==> config.mk <==
export PLATFORM = sky130hd
export DESIGN_NAME = bus_xfer_scheduler
export DESIGN_NICKNAME = d
export VERILOG_FILES = /design/src/rtl/bus_xfer_scheduler.sv
export SDC_FILE = /design/constraint.sdc
export NUM_CORES = 1
export LEC_CHECK = 0
export ABC_AREA = 1
export BUFFER_PORTS_ARGS = -buffer_cell sky130_fd_sc_hd__clkbuf_2
export CORE_MARGIN = 2
export CORE_UTILIZATION = 50
export DETAILED_ROUTE_END_ITERATION = 12
export PLACE_DENSITY = 0.72
export REMOVE_ABC_BUFFERS = 1
export SYNTH_ARGS = -nofsm -noshare
export SYNTH_HDL_FRONTEND = slang
export SYNTH_SLANG_ARGS = --single-unit
==> constraint.sdc <==
create_clock -name clock -period 3.1 [get_ports clock]
set_input_delay 0.62 -clock clock [delete_from_list [all_inputs] [get_ports clock]]
set_output_delay 0.62 -clock clock [all_outputs]
set_load 0.01 [all_outputs]
==> src/rtl/bus_xfer_scheduler.sv <==
// bus_xfer_scheduler: queues register-transfer requests from the control unit
// and the debug port, then sequences them onto the shared datapath bus as
// one-hot source strobes and one-hot destination load enables.
// MDR transfers hold the source strobe until memory reports ready.
// Optional feature macro: BUS_XFER_TRACE_EN adds saturating transfer/stall counters.
module bus_xfer_scheduler #(
  parameter int DEPTH = 4,
  parameter int NSRC  = 24,
  parameter int IDX_W = 5
) (
  input  logic             clock,
  input  logic             clear_n,
  input  logic             cu_valid,
  input  logic [IDX_W-1:0] cu_src,
  input  logic [IDX_W-1:0] cu_dst,
  output logic             cu_ready,
  input  logic             dbg_valid,
  input  logic [IDX_W-1:0] dbg_src,
  input  logic [IDX_W-1:0] dbg_dst,
  output logic             dbg_ready,
  input  logic             mem_ready,
  output logic [NSRC-1:0]  src_out,
  output logic [NSRC-1:0]  dst_in,
  output logic             busy,
  output logic             err
`ifdef BUS_XFER_TRACE_EN
  ,
  output logic [15:0]      xfer_count,
  output logic [15:0]      stall_count
`endif
);

  localparam int PTR_W = $clog2(DEPTH);
  localparam int CNT_W = PTR_W + 1;
  localparam logic [IDX_W-1:0] IDX_ZHI    = IDX_W'(18);
  localparam logic [IDX_W-1:0] IDX_ZLO    = IDX_W'(19);
  localparam logic [IDX_W-1:0] IDX_MDR    = IDX_W'(21);
  localparam logic [IDX_W-1:0] IDX_INPORT = IDX_W'(22);
  localparam logic [IDX_W-1:0] IDX_C      = IDX_W'(23);

  typedef enum logic [1:0] {IDLE = 2'd0, DRIVE = 2'd1, WAIT = 2'd2} state_t;

  // Requests that would address a nonexistent register, load a read-only
  // destination, or move a register onto itself are rejected.
  function automatic logic is_illegal(input logic [IDX_W-1:0] s, input logic [IDX_W-1:0] d);
    is_illegal = (int'(s) >= NSRC) || (int'(d) >= NSRC) ||
                 (d == IDX_ZHI) || (d == IDX_ZLO) || (d == IDX_INPORT) || (d == IDX_C) ||
                 (s == d);
  endfunction

  function automatic logic [NSRC-1:0] onehot(input logic [IDX_W-1:0] i);
    onehot = NSRC'(1) << i;
  endfunction

  logic [IDX_W-1:0] src_q [DEPTH];
  logic [IDX_W-1:0] dst_q [DEPTH];
  logic [PTR_W-1:0] rd_ptr_r;
  logic [PTR_W-1:0] wr_ptr_r;
  logic [CNT_W-1:0] count_r;
  logic             prio_r;      // 0: CU wins contention, 1: DBG wins
  logic             err_r;
  state_t           state_r;
  logic [NSRC-1:0]  dst_oh_r;
  logic             mdr_r;

  logic             full_s;
  logic             cu_gnt_s;
  logic             dbg_gnt_s;
  logic             acc_s;
  logic             push_s;
  logic             pop_s;
  logic             active_s;
  logic             complete_s;
  logic [IDX_W-1:0] req_src_s;
  logic [IDX_W-1:0] req_dst_s;
  logic [IDX_W-1:0] head_src_s;
  logic [IDX_W-1:0] head_dst_s;

  // Arbitration, acceptance and transfer-completion decode.
  always_comb begin
    full_s     = (count_r == CNT_W'(DEPTH));
    cu_ready   = !full_s && !(dbg_valid && prio_r);
    dbg_ready  = !full_s && !(cu_valid && !prio_r);
    cu_gnt_s   = cu_valid && cu_ready;
    dbg_gnt_s  = dbg_valid && dbg_ready;
    acc_s      = cu_gnt_s || dbg_gnt_s;
    if (cu_gnt_s) begin
      req_src_s = cu_src;
      req_dst_s = cu_dst;
    end else begin
      req_src_s = dbg_src;
      req_dst_s = dbg_dst;
    end
    push_s     = acc_s && !is_illegal(req_src_s, req_dst_s);
    active_s   = (state_r != IDLE);
    // An MDR transfer only completes in a cycle where memory is ready.
    complete_s = active_s && (!mdr_r || mem_ready);
    pop_s      = (count_r != CNT_W'(0)) && (!active_s || complete_s);
    head_src_s = src_q[rd_ptr_r];
    head_dst_s = dst_q[rd_ptr_r];
    // The load enable is qualified in the same cycle memory answers.
    if (complete_s) begin
      dst_in = dst_oh_r;
    end else begin
      dst_in = '0;
    end
    busy = (count_r != CNT_W'(0)) || active_s;
    err  = err_r;
  end

  // Request FIFO, round-robin pointer and illegal-request error pulse.
  always_ff @(posedge clock or negedge clear_n) begin
    if (!clear_n) begin
      rd_ptr_r <= '0;
      wr_ptr_r <= '0;
      count_r  <= '0;
      prio_r   <= 1'b0;
      err_r    <= 1'b0;
      for (int i = 0; i < DEPTH; i++) begin
        src_q[i] <= '0;
        dst_q[i] <= '0;
      end
    end else begin
      err_r <= acc_s && !push_s;
      if (cu_valid && dbg_valid && !full_s) begin
        prio_r <= !prio_r;
      end
      if (push_s) begin
        src_q[wr_ptr_r] <= req_src_s;
        dst_q[wr_ptr_r] <= req_dst_s;
        wr_ptr_r        <= wr_ptr_r + PTR_W'(1);
      end
      if (pop_s) begin
        rd_ptr_r <= rd_ptr_r + PTR_W'(1);
      end
      case ({push_s, pop_s})
        2'b10:   count_r <= count_r + CNT_W'(1);
        2'b01:   count_r <= count_r - CNT_W'(1);
        default: count_r <= count_r;
      endcase
    end
  end

  // Transfer sequencer: loads the FIFO head into the strobe registers and
  // holds MDR transfers until memory completes them.
  always_ff @(posedge clock or negedge clear_n) begin
    if (!clear_n) begin
      state_r  <= IDLE;
      src_out  <= '0;
      dst_oh_r <= '0;
      mdr_r    <= 1'b0;
    end else begin
      case (state_r)
        IDLE, DRIVE, WAIT: begin
          if (pop_s) begin
            state_r  <= DRIVE;
            src_out  <= onehot(head_src_s);
            dst_oh_r <= onehot(head_dst_s);
            mdr_r    <= (head_src_s == IDX_MDR) || (head_dst_s == IDX_MDR);
          end else if (active_s && !complete_s) begin
            state_r <= WAIT;
          end else begin
            state_r  <= IDLE;
            src_out  <= '0;
            dst_oh_r <= '0;
            mdr_r    <= 1'b0;
          end
        end
        default: begin
          state_r  <= IDLE;
          src_out  <= '0;
          dst_oh_r <= '0;
          mdr_r    <= 1'b0;
        end
      endcase
    end
  end

`ifdef BUS_XFER_TRACE_EN
  // Saturating counters of completed transfers and memory stall cycles.
  always_ff @(posedge clock or negedge clear_n) begin
    if (!clear_n) begin
      xfer_count  <= 16'h0000;
      stall_count <= 16'h0000;
    end else begin
      if (complete_s && (xfer_count != 16'hFFFF)) begin
        xfer_count <= xfer_count + 16'h0001;
      end
      if ((state_r == WAIT) && (stall_count != 16'hFFFF)) begin
        stall_count <= stall_count + 16'h0001;
      end
    end
  end
`endif

endmodule

==> summary.txt <==
Yosys
  • Post-synthesis sequential area ratio: 0.508
  • Syn Std Cell Area: 4920 um2
  • Mapped Cells: 604
  • Register bit total from synthesis: 100
  • YS warnings: 0
  • Avg Inst Size Synth: 8.15 um2
  • Unique masters post-synth: 35

STA
  • Worst slew pin tran: 665 ps
  • Period utilisation layout: 0.903
  • Fin Clk Skew: 13.7 ps
  • # setup viols final: 0
  • Fin crit period: 2800 ps
  • Unrepaired setup endpoints after global routing: no
  • Endpoints failing hold: 0
  • WHS: 258 ps
  • Max-slew violations: 0
  • Slew HR: 0.554
  • Highest clock rate: 0.357 GHz

Critical path
  • CP Data Arrival Time: 3040 ps
  • Critical Path Fanout Max: 19
  • Critical path launch point type: flip-flop
  • CP endpoint kind: flip-flop
  • Reg2Reg Setup Slack: 300 ps
  • Crit path required time: 3340 ps
  • Crit Path Category: reg2reg

Die
  • Core region area: 9680 um2
  • Die extent in y: between 100 and 150 um
  • Row cnt: 36
  • Die area: 10700 um2
  • Die W: roughly 100 um
  • Number of I/O pins: 77
  • Initial Util: 0.508

Drt
  • Routed WL per cell: 13.8 um
  • Routed Antenna Nets: 0
  • First-pass iteration count of the detailed router: 5
  • Post-DR vias/cell: 5.21
  • Via count: 4307
  • Detailed Route WL: between 10000 and 15000 um
  • Drc violations: 0
  • First DRT Iteration DRCs: 221

Clock tree
  • Clock tree from TritonCTS: yes
  • Max Root-Sink Buffers: 2
  • Clock Latency Late Sink: 360 ps
  • Hold-fix buffers, CTS: 0
  • Htree depth: 3
  • Root buffer cell: clkbuf_8
  • Clock slew at reported path FFs: 90 ps
  • Post-cts sizing count: 0
  • Clock net sink count: 100
  • Inserted Clock Buffers: 9
  • Post-CTS Setup Bufs: 0

Global route
  • First-pass GRT wire length: 18900 um
  • Initial antenna violation count: 0
  • Largest net degree at the start of global routing: 54
  • Vias in the first global route: 4006
  • Global route total overflow: 0
  • Overall routing resource usage: 0.226

Finish
  • Final #Nets: 721
  • Commonest non-fill, non-tap cells in the layout: nand2_1, dfrtp_1, clkbuf_2
  • Antenna Cells: 0
  • Fill count: between 800 and 900
  • Register area: 2500 um2
  • Synth-to-Final Area Change: 16.1%
  • Layout cells sized above 1: 0.176
  • Most common cell after layout, fill and taps aside: nand2_1
  • Area of the multi-input gates: 2070 um2
  • Non-filler instance count after layout: just over 800

Power and ir drop
  • PD cells: 986 nW/um2
  • Static Leak: 3.06 nW
  • VDD IR max: approximately 0.45 mV

Run status
  • Status: finished clean

Place
  • Detailed placement HPWL: 8220 um
  • Number of I/O port buffers: 76
  • Placed cell count: 812
  • GPL Wtd Cong: 0.854

Worst hold path
  • Worst hold path type: in2async

Run
  • Max Cap Violations: 0
## cell usage after synthesis
master,n,share of area
inv_1,70,0.053
xor2_1,5,0.0089
buf_6,1,0.0023
nand3_1,9,0.0092
buf_1,1,0.00076
a21oi_4,1,0.0033
xnor2_1,1,0.0018
nor2_4,1,0.0023
nand2_2,2,0.0025
fa_1,1,0.0041
nor2_1,44,0.034
nand4_1,23,0.029
nand2_4,1,0.0023
nor3_1,1,0.0010
nand3_4,2,0.0071
a32oi_1,9,0.016
nand2_1,231,0.18
or2_2,1,0.0013
a21oi_1,15,0.015
buf_4,1,0.0015
o32ai_1,6,0.011
nand3_2,1,0.0020
dfrtp_1,100,0.51
buf_2,2,0.0020
nor2_8,4,0.016
o21ai_1,1,0.0010
inv_2,1,0.00076
clkbuf_1,12,0.0092
a22o_1,7,0.012
a32o_1,2,0.0041
o21ai_2,1,0.0018
o22ai_1,18,0.023
o21ai_0,22,0.022
clkinv_1,2,0.0015
ha_1,5,0.013
## worst max-delay path, stage by stage (launching register included)
cell and delay (ps):
dfrtp_1 430, nor2_4 180, nand2_4 160, nand3_4 240
nand2_1 120, nand3_1 100, nand2_1 50, nor2_1 120
nand3_2 170, nand3_4 100, ha_1 150, inv_1 70
fa_1 380, a21oi_1 140, o21ai_0 110, xor2_1 150
## path summary, 6_finish.rpt
| check | from | endpoint | depth (start not counted) |
|---|---|---|---|
| setup / recovery | count_r[1] | count_r[2] | 15 |
| hold / removal | clear_n | dst_oh_r[16] | 1 |
| setup reg to reg | count_r[1] | count_r[2] | 15 |
| hold reg to reg | src_q[9] | src_q[9] | 2 |
| max in group asynchronous | clear_n | dst_q[12] | 2 |
| min in group clock | src_q[9] | src_q[9] | 2 |
## logic make-up (layout without fill, tap and decap cells)
logic type      after synthesis  count (layout)  share of synthesized area
buf+inv                      90             180                     0.0714
flops                       100             100                      0.508
compound gates               82              82                      0.110
xor+xnor                      6               6                     0.0107
simple gates                320             320                      0.283
fa+ha+maj                     6               6                     0.0168
## state kept, by name, indices dropped and copies added, names as in the netlist
name      cells
dst_oh_r     24
src_out      24
dst_q        20
src_q        20
count_r       3
rd_ptr_r      2
state_r       2
wr_ptr_r      2
err           1
mdr_r         1
prio_r        1
## per-layer routing
metal  track usage  share of wire
met3        0.0383          0.059
met1         0.314           0.47
met5             0              0
met4        0.0638          0.014
met2         0.368           0.46
## through the flow
stage	power (mW)	setup slack (ps)	TNS (ps)	cell area, um2	util
floorplan	3.90	-14.1	-14.1	4840	-
global placement	4.75	220	0	5530	0.571
global route	6.12	14.4	0	5720	0.590
CTS	5.65	251	0	5720	0.590
finish	5.64	300	0	5720	0.590
detailed placement	4.83	122	0	5530	0.571
## area by class of cell
cell class                 count  area share
clock inverter                 5      0.0107
sequential                   100       0.438
multi-input combinational    414       0.362
clock buffer                  10      0.0223
inverter                      73      0.0479
tap                          133      0.0291
timing repair buffer          92      0.0902
## power by group
part | total, mW | switching [mW] | internal (mW)
clock | 0.810 | 0.438 | 0.372
combinational | 2.80 | 1.89 | 0.909
sequential | 2.02 | 0.251 | 1.77
total | 5.64 | 2.58 | 3.05
Power figures use the tool's default switching activity.
